### config.mk
export PLATFORM = sky130hd
export DESIGN_NAME = smaesh_key_sequencer
export DESIGN_NICKNAME = d
export VERILOG_FILES = /design/src/rtl/smaesh_key_sequencer.sv
export SDC_FILE = /design/constraint.sdc
export NUM_CORES = 1
export LEC_CHECK = 0
export CAP_MARGIN = 15
export CORE_MARGIN = 1.5
export CORE_UTILIZATION = 29
export DETAILED_ROUTE_END_ITERATION = 10
export GPL_TIMING_DRIVEN = 0
export HOLD_SLACK_MARGIN = 0.15
export PLACE_DENSITY = 0.76
export SLEW_MARGIN = 20
export SYNTH_ARGS = -nofsm -noshare
export SYNTH_HDL_FRONTEND = slang
export SYNTH_SLANG_ARGS = --single-unit
### constraint.sdc
create_clock -name clk -period 1.7 [get_ports clk]
set_clock_uncertainty 0.15 [all_clocks]
set_input_delay 0.425 -clock clk [delete_from_list [all_inputs] [get_ports clk]]
set_output_delay 0.425 -clock clk [all_outputs]
set_load 0.02 [all_outputs]
### src/rtl/smaesh_key_sequencer.sv
// Sequences the masked key holder: loads shared key words, optionally launches the
// last-round-key core run, and gates AES block starts until key, holder and core are ready.
module smaesh_key_sequencer #(
    parameter int d = 2
) (
    input  logic        clk,
    input  logic        rst,
    input  logic        cfg_valid,
    output logic        cfg_ready,
    input  logic [1:0]  cfg_key_size,
    input  logic        cfg_inverse,
    input  logic [31:0] key_in_data,
    input  logic        key_in_valid,
    output logic        key_in_ready,
    input  logic        blk_start_valid,
    output logic        blk_start_ready,
    output logic [31:0] hold_data_in,
    output logic        hold_data_in_valid,
    input  logic        hold_data_in_ready,
    output logic        hold_start_fetch,
    output logic [1:0]  hold_key_size,
    output logic        hold_mode_inverse,
    input  logic        hold_busy,
    input  logic        hold_lkc_required,
    input  logic        aes_busy,
    output logic        aes_start,
    output logic        key_valid,
    output logic        cfg_error
);

    localparam int CW = $clog2(8 * d + 1);
    localparam logic [1:0] KSIZE_128 = 2'b00;
    localparam logic [1:0] KSIZE_192 = 2'b01;
    localparam logic [1:0] KSIZE_256 = 2'b10;

    typedef enum logic [2:0] {
        IDLE,
        FETCH_PULSE,
        STREAM,
        WAIT_HOLDER,
        WAIT_LKC,
        AES_RUN
    } state_t;

    state_t          state_reg;
    logic [1:0]      size_reg;
    logic            inverse_reg;
    logic [CW-1:0]   count_reg;
    logic            seen_busy_reg;
    logic            key_valid_reg;
    logic            cfg_error_reg;

    logic [CW-1:0]   last_index;
    logic            in_idle;
    logic            in_stream;
    logic            cfg_fire;
    logic            blk_fire;
    logic            word_fire;
    logic            cfg_size_legal;

    // Index of the final shared word for the latched key size.
    always_comb begin
        last_index = CW'(8 * d - 1);
        case (size_reg)
            KSIZE_128: last_index = CW'(4 * d - 1);
            KSIZE_192: last_index = CW'(6 * d - 1);
            KSIZE_256: last_index = CW'(8 * d - 1);
            default:   last_index = CW'(8 * d - 1);
        endcase
    end

    assign cfg_size_legal = (cfg_key_size == KSIZE_128) || (cfg_key_size == KSIZE_192) ||
                            (cfg_key_size == KSIZE_256);

    assign in_idle   = (state_reg == IDLE);
    assign in_stream = (state_reg == STREAM);

    assign cfg_ready       = in_idle & ~hold_busy & ~aes_busy;
    // A pending configuration command takes priority over block requests.
    assign blk_start_ready = in_idle & key_valid_reg & ~hold_busy & ~aes_busy & ~cfg_valid;
    assign cfg_fire        = cfg_valid & cfg_ready;
    assign blk_fire        = blk_start_valid & blk_start_ready;
    assign word_fire       = in_stream & key_in_valid & hold_data_in_ready;

    assign hold_data_in       = key_in_data;
    assign hold_data_in_valid = in_stream & key_in_valid;
    assign key_in_ready       = in_stream & hold_data_in_ready;
    assign hold_start_fetch   = (state_reg == FETCH_PULSE);
    assign hold_key_size      = size_reg;
    assign hold_mode_inverse  = inverse_reg;
    assign aes_start          = blk_fire | ((state_reg == WAIT_HOLDER) & hold_lkc_required);
    assign key_valid          = key_valid_reg;
    assign cfg_error          = cfg_error_reg;

    always_ff @(posedge clk) begin
        if (rst) begin
            state_reg     <= IDLE;
            size_reg      <= 2'b00;
            inverse_reg   <= 1'b0;
            count_reg     <= '0;
            seen_busy_reg <= 1'b0;
            key_valid_reg <= 1'b0;
            cfg_error_reg <= 1'b0;
        end else begin
            case (state_reg)
                IDLE: begin
                    if (cfg_fire) begin
                        size_reg    <= cfg_key_size;
                        inverse_reg <= cfg_inverse;
                        if (!cfg_size_legal) begin
                            cfg_error_reg <= 1'b1;
                        end else begin
                            cfg_error_reg <= 1'b0;
                            key_valid_reg <= 1'b0;
                            count_reg     <= '0;
                            state_reg     <= FETCH_PULSE;
                        end
                    end else if (blk_fire) begin
                        state_reg <= AES_RUN;
                    end
                end
                FETCH_PULSE: state_reg <= STREAM;
                STREAM: begin
                    if (word_fire) begin
                        count_reg <= count_reg + CW'(1);
                        if (count_reg == last_index) state_reg <= WAIT_HOLDER;
                    end
                end
                WAIT_HOLDER: begin
                    if (hold_lkc_required) begin
                        state_reg <= WAIT_LKC;
                    end else if (!hold_busy) begin
                        key_valid_reg <= 1'b1;
                        state_reg     <= IDLE;
                    end
                end
                WAIT_LKC: begin
                    if (!hold_busy) begin
                        key_valid_reg <= 1'b1;
                        state_reg     <= IDLE;
                    end
                end
                AES_RUN: begin
                    if (aes_busy) seen_busy_reg <= 1'b1;
                    // Block ends once the core has run and the holder refresh is done.
                    if (seen_busy_reg && !aes_busy && !hold_busy) begin
                        seen_busy_reg <= 1'b0;
                        state_reg     <= IDLE;
                    end
                end
                default: state_reg <= IDLE;
            endcase
        end
    end

endmodule
# Word-level counts from Yosys, hierarchy flattened
# Cells that the tools add are included.
[op_classes]
bitwise_logic = 16
n_shift = 0
muxes = 22
order_cmp = 0
eq_ne = 17
multipliers = 0
reduce_logical = 17
n_addsub = 1
n_div = 0
[ops]
columns = ["op", "n"]
rows = [
  ["3-bit two-way mux", 8],
  ["3-bit case mux with 6 select lines", 1],
  ["5-bit two-way mux", 3],
  ["1-bit AND", 12],
  ["5-bit case mux with 2 select lines", 1],
  ["2-bit by 1-bit inequality test with 1-bit output (second input constant)", 4],
  ["4-bit case mux with 2 select lines", 1],
  ["4-bit AND reduction", 2],
  ["1-bit two-way mux", 7],
  ["3-bit by 2-bit == test with 1-bit output (second input constant)", 2],
  ["3-bit == test (second input constant)", 2],
  ["5-bit by 1-bit adder with 5-bit output (second input constant)", 1],
  ["5-bit == test", 1],
  ["5-bit AND reduction", 1],
  ["2-bit by 1-bit == test with 1-bit output (second input constant)", 2],
  ["2-bit zero test", 2],
  ["2-bit inequality test (second input constant)", 2],
  ["2-bit AND reduction", 2],
  ["2-bit nonzero test", 2],
  ["3-bit by 1-bit == test with 1-bit output (second input constant)", 1],
  ["3-bit zero test", 1],
  ["3-bit by 1-bit inequality test with 1-bit output (second input constant)", 1],
  ["3-bit by 2-bit inequality test with 1-bit output (second input constant)", 1],
  ["1-bit NOT", 3],
  ["other kinds (7)", 10],
]
[totals]
word_cells = 80
latchBits = 0
ram_bits = 0
n_memories = 0
regBits = 14
out_inout_bits = 43
rom_bits = 0

# Depth between registers and ports, before layout
# Gate-level depths: netlist of the first run.
[logic_depth]
depth_word = 9
depth_mapped = 7
mapped_depth_nobuf = 5

# Worst setup path after synthesis of the first run
# No wires, ideal clock.
[synth_timing]
kind = "flip-flop to output port"
start = "register state_reg[0]"
end = "output aes_start"
arrival_time_ps = 1432
path_slack_ps = -307
n_path_buf = 2
stages_incl_launch_ff = 7
required_ps = 1125
cell_sequence = "dfxtp_1 clkbuf_8 nor3_1 and2_1 buf_2 and3b_2 a21o_1"
[synth_via]
elab_chain_len = 7
word_cells_on_any_way = 9
[synth_rtl]
columns = ["element", "line", "source"]
rows = [
  ["start, declared", "45", "state_t state_reg;"],
  ["start signal, assigned", "97", "state_reg <= IDLE;"],
  ["start signal, assigned", "116", "state_reg <= FETCH_PULSE;"],
  ["start signal, assigned", "119", "state_reg <= AES_RUN;"],
  ["3-bit zero test", "75", "assign in_idle = (state_reg == IDLE);"],
  ["1-bit AND (4 in a row)", "80", "assign blk_start_ready = in_idle & key_valid_reg & ~hold_busy & ~aes_busy & ~cfg_valid;"],
  ["named net blk_start_ready", "16", "output logic blk_start_ready,"],
  ["1-bit AND", "82", "assign blk_fire = blk_start_valid & blk_start_ready;"],
  ["1-bit bitwise OR", "91", "assign aes_start = blk_fire | ((state_reg == WAIT_HOLDER) & hold_lkc_required);"],
  ["end, declared", "26", "output logic aes_start,"],
]
# The timed path passes the listed nets, and every way through them passes these cells.

# Worst setup path in the final report of the first run
[layout_timing]
start = "register state_reg[2]"
end = "output aes_start"
[layout_via]
elab_chain_len = 7
word_cells_on_any_way = 9
[layout_rtl]
columns = ["element", "line"]
rows = [
  ["3-bit zero test", "75"],
  ["1-bit AND (4 in a row)", "80"],
  ["1-bit AND", "82"],
  ["1-bit bitwise OR *", "91"],
]
# Every way passes the cells marked *; elsewhere a longest branch is shown, timed or not.

==> impl_metrics.ini, run 1 <==
[place]
placedCellCount = 230
place_congestion = 0.759
dpl.hpwl_um = 2090
numPortBuffers = 53

[worst_setup_path]
cpMaxStageDelayCell = dfxtp_4
cp_num_buf_inv = 1
cp_max_fo = 3
crit_chain = nor3_4, and2_4, and3b_2, a21o_1, buf_6
timing.rr.end = state_reg[2]$_SDFFE_PP0P_
cp_top_family = simple AND/OR/NAND/NOR gates
cp.required_ps = 1120
crit_path_start_kind = flip-flop
crit_type = reg -> out
ff2ff_path_depth = 7
endpoint_kind = primary output
r2r_slack_ps = -20
cp_data_arrival_time_ps = 1360
slowest_delay_ps = 360
reg2reg_from = state_reg[2]$_SDFFE_PP0P_

[min_path]
min_to = cfg_error$_SDFFE_PP0P_
hold_path.class = reg -> reg
hold_start = cfg_error$_SDFFE_PP0P_
hold_depth = 2

[die]
die_h_um = 63.8
die-area_um2 = 4070
ioPinCount = 87
fp.dieW_um = 63.8
core_um2 = 3440
initial_utilization_pct = 31.1
rows = 21

[sta]
hold_ws_ps = 298
max_slew_margin_pct = 69.4
finalCriticalPeriod_ps = 1930
hold_viol = 0
finalSetupViolCount = 8
rsz0062_at_grt = yes
setup_slack_ps = -232
clock.fmax_mhz = 518
slew_violations = 0
min_period_over_period_pct = 114
worst_pin_slew_ps = 459

[finish]
final_layout_size_suffix_gt1_share_pct = 40.3
final_common_cell = buf_4
antenna_cells = 0
regArea_um2 = 292
area_delta_synth_final_pct = 78.0
layout_common_cells = 50 x buf_4, 35 x clkdlybuf4s50_1, 11 x nor2_1, 11 x dfxtp_1
largest_register_ffs = 5
utilization_pct = 55.4
layout.cells.non_filler = 252
fin_nets = 252
fillers = 326
multi_input_area_um2 = 564

[power]
leakagePower_nw = 0.869
ir_drop_uv = 406
power_density_nw_per_um2 = 918

[clocking]
cts_buffer_depth = 2
cts.sink_count = 14
insertion_delay_ps = 240
h-tree-depth = 1
numCtsBuffers = 3
cts-root-buf = clkbuf_8
cts_tree = done
ctsHoldBuffers = 0
path_clk_slew_ps = 60

[detailed_routing]
wl_per_cell_um = 11.7
drt-total-wl_um = 2950
ant_nets = 0
drt_drc_violations_left = 0
first_pass_iters = 4
first_iter_violations = 34
vias_per_cell = 4.54
vias = 1144

[synth]
synthArstFlopShare_pct = 0
synth.cell_area_um2 = 1070
avgSynthCellArea_um2 = 8.18
synth_enable_flop_cells = 0
yosysSeqAreaShare_pct = 26.2
yosysWarnings = 0
netlist_instances = 131
netlist-cell-type-count = 36
synth_nets = 176
synth-seq-cells = 14
ys.flop_type = dfxtp_1

[global_routing]
grt_pass1_wl_um = 4520
antenna_found_initial = 0
grt_pass1_vias = 1054
grt_overflow_total = 0
track_usage_pct = 13.9
grt_max_degree = 11

[outcome]
outcome = complete, but fails checks
violations = negative setup slack

[run]
maxCapViolCount = 0
final cells by class:
cell class / instances / area share, %
Clock buffer: 4 / 2.89
Sequential cell: 14 / 15.3
Timing Repair Buffer: 73 / 34.9
Tap cell: 46 / 3.02
Multi-Input combinational cell: 78 / 29.6
Inverter: 2 / 0.394
Buffer: 35 / 13.9
stage by stage:
step	setup slack [ps]	TNS (ps)	total power (W)	cell area, µm²
floorplan	-165	-165	0.000867	1090
global placement	-1220	-10520	0.00110	1670
detailed placement	-1210	-10440	0.00110	1670
CTS	-334	-1140	0.00168	1870
global route	-291	-1130	0.00185	1910
finish	-232	-654	0.00175	1910
where the power goes:
| part | leakage [nW] | total [W] | internal (W) | switching [W] |
|---|---|---|---|---|
| clock network | 0.0288 | 0.000320 | 0.000205 | 0.000115 |
| registers | 0.116 | 0.000433 | 0.000377 | 0.0000562 |
| logic | 0.725 | 0.000999 | 0.000571 | 0.000428 |
cells in the mapped netlist, drive strengths merged, types with 3 or more instances:
cell    count  share of area [%]
a21oi       9                4.2
a31oi       3                1.8
and3        5                2.9
buf        34                 23
clkbuf      3                2.9
dfxtp      14                 26
nand2       8                2.8
nand3       6                2.8
nor2       13                4.8
nor2b       4                2.3
xor2        4                3.3
cells by family after synthesis:
kind of cell	after synthesis	share of synthesized area, %
adder cells (fa/ha/maj)	1	1.17
XOR/XNOR	4	3.27
buffers and inverters	39	27.0
multiplexers	2	1.87
AO/OA/AOI/OAI	22	15.8
AND/OR/NAND/NOR	49	24.8
flip-flops	14	26.2
worst register-to-register path, stage by stage, from the launching register on:
cell      delay, ps
dfxtp_4         360
clkbuf_8        150
buf_4           140
nor2b_1         120
o41ai_1         330
a31oi_1         110
a21oi_1         160
a211oi_1         60
repair_timing:
action	CTS	global route
buffers inserted	15	4
resized for setup	65	14
gates cloned	1	0
setup endpoints to repair	23	16
pin swaps	10	8
routing by layer:
layer / vias up / GRT usage [%] / routed length, µm
li1: 572 / - / -
met1: 520 / 14.4 / 1180
met2: 48 / 27.0 / 1560
met3: 4 / 4.58 / 173
met4: 0 / 2.72 / 34
met5: - / 0 / 0
worst max path at each step:
stage / start / end / slack (ps) / cells past startpoint
4_1_cts: state_reg[0]$_SDFFE_PP0P_ / aes_start / -330 / 6
3_3_place_gp: hold_busy / aes_start / -1220 / 7
5_1_grt: state_reg[2]$_SDFFE_PP0P_ / aes_start / -290 / 5
6_report: state_reg[2]$_SDFFE_PP0P_ / aes_start / -230 / 5
2_1_floorplan: state_reg[0]$_SDFFE_PP0P_ / aes_start / -160 / 6
3_5_place_dp: hold_busy / aes_start / -1210 / 7
(Power assumes the default switching activity.)
==> run 2, diff against run 1 <==
- CORE_MARGIN: 1.5 -> not set
==> impl_metrics.ini, run 2 (same netlist as run 1, synthesis figures left out) <==
[place]
numPortBuffers = 53
dpl.hpwl_um = 2060
dp_slack_ps = -1220
place_congestion = 0.799

[run]
maxCapViolCount = 0

[die]
die_h_um = 62.8
die-area_um2 = 3940
initial_utilization_pct = 31.1
core_um2 = 3440
rows = 21
ioPinCount = 87
fp.dieW_um = 62.8

[detailed_routing]
first_iter_violations = 47
wl_per_cell_um = 11.6
first_pass_iters = 4
vias_per_cell = 4.73
drt-total-wl_um = 2900
vias = 1187
drt_drc_violations_left = 0
ant_nets = 0

[finish]
antenna_cells = 0
largest_register_ffs = 5
multi_input_area_um2 = 582
layout_common_cells = 48 x buf_4, 35 x clkdlybuf4s50_1, 11 x nor2_1, 11 x dfxtp_1, 11 x buf_6
regArea_um2 = 292
area_delta_synth_final_pct = 80.7
final_layout_size_suffix_gt1_share_pct = 42.4
fin_nets = 252
final_common_cell = buf_4
fillers = 314
utilization_pct = 56.2

[clocking]
insertion_delay_ps = 240
cts_buffer_depth = 2
cts_tree = done
numCtsBuffers = 3
cts.sink_count = 14
h-tree-depth = 1
path_clk_slew_ps = 50
cts-root-buf = clkbuf_8

[worst_setup_path]
cp_data_arrival_time_ps = 1390
crit_chain = clkdlybuf4s15_2, nor2_4, and2_4, and3b_2, a21o_1, buf_6
crit_type = in -> out
crit_path_start_kind = input port
cp.required_ps = 1120
cpMaxStageDelayCell = clkdlybuf4s15_2
endpoint_kind = primary output
cp_max_fo = 4
slowest_delay_ps = 270

[sta]
min_period_over_period_pct = 115
worst_pin_slew_ps = 490
hold_ws_ps = 288
setup_slack_ps = -263
rsz0062_at_grt = yes
max_slew_margin_pct = 67.3
slew_violations = 0
finalSetupViolCount = 6
finalCriticalPeriod_ps = 1960
hold_viol = 0
clock.fmax_mhz = 509

[global_routing]
grt_pass1_wl_um = 4390
grt_overflow_total = 0
grt_pass1_vias = 1057
antenna_found_initial = 0
grt_max_degree = 11
track_usage_pct = 13.8

[outcome]
violations = negative setup slack
outcome = complete, but fails checks

[power]
leakagePower_nw = 0.876
ir_drop_uv = 370
total_power_w = 0.00170
power_density_nw_per_um2 = 877

[min_path]
hold_path.class = in -> reg
run 2: changes by cell type in the layout (fill, tap and decap cells not counted), moves of 2 or more:
cell / before / now
clkbuf_8: 5 / 3
clkdlybuf4s15_1: 2 / 0
buf_4: 50 / 48
buf_8: 0 / 2
buf_6: 7 / 11
run 2: repair_timing:
item	in CTS	in global routing
hold buffers	0	0
gates cloned	0	0
gates resized for setup	69	24
buffers inserted	9	13
endpoints found under the setup margin	23	14
pin swaps	9	13
hold endpoints to repair	0	0
run 2: critical path, delay by kind of cell:
kind / cells / cell delay (ps)
AOI/OAI and AO/OA: 1 / 160
and+or+nand+nor: 3 / 410
buffers and inverters: 2 / 390
run 2: metrics by stage:
stage	setup TNS, ps	instances	cell area [µm²]
global placement	-10340	230	1670
finish	-890	251	1940
CTS	-1210	241	1800
floorplan	-165	131	1090
detailed placement	-10730	230	1670
global route	-1270	251	1940
run 2: layout make-up:
class	count	share of cell area (%)
timing repair buffer	73	35.7
multi-input combinational	78	30.1
sequential	14	15.1
buffer	35	13.6
tap	46	2.97
clock buffer	3	2.13
inverter	2	0.388
run 2: worst paths after layout:
kind | depth (start not counted) | slack, ps | end | from
worst max-delay path | 6 | -260 | aes_start | aes_busy
worst min-delay path | 3 | 290 | hold_key_size[1]$_SDFFE_PP0P_ | cfg_key_size[1]
worst max register to register | 7 | 20 | state_reg[0]$_SDFFE_PP0P_ | state_reg[0]$_SDFFE_PP0P_
worst min register to register | 2 | 300 | cfg_error$_SDFFE_PP0P_ | cfg_error$_SDFFE_PP0P_
run 2: power by group:
group	total [W]	switching (W)	leakage (nW)	internal, W
combinational	0.00100	0.000432	0.739	0.000573
clock	0.000260	0.000104	0.0216	0.000156
sequential	0.000432	0.0000554	0.116	0.000377
total	0.00170	0.000591	0.876	0.00111
run 2: routing by layer:
layer / vias to the layer above / track usage (%) / wire [µm]
met5: - / 0 / 0
met4: 0 / 3.20 / 11
met3: 4 / 4.20 / 241
met2: 66 / 25.1 / 1490
met1: 540 / 15.6 / 1160
li1: 577 / - / -
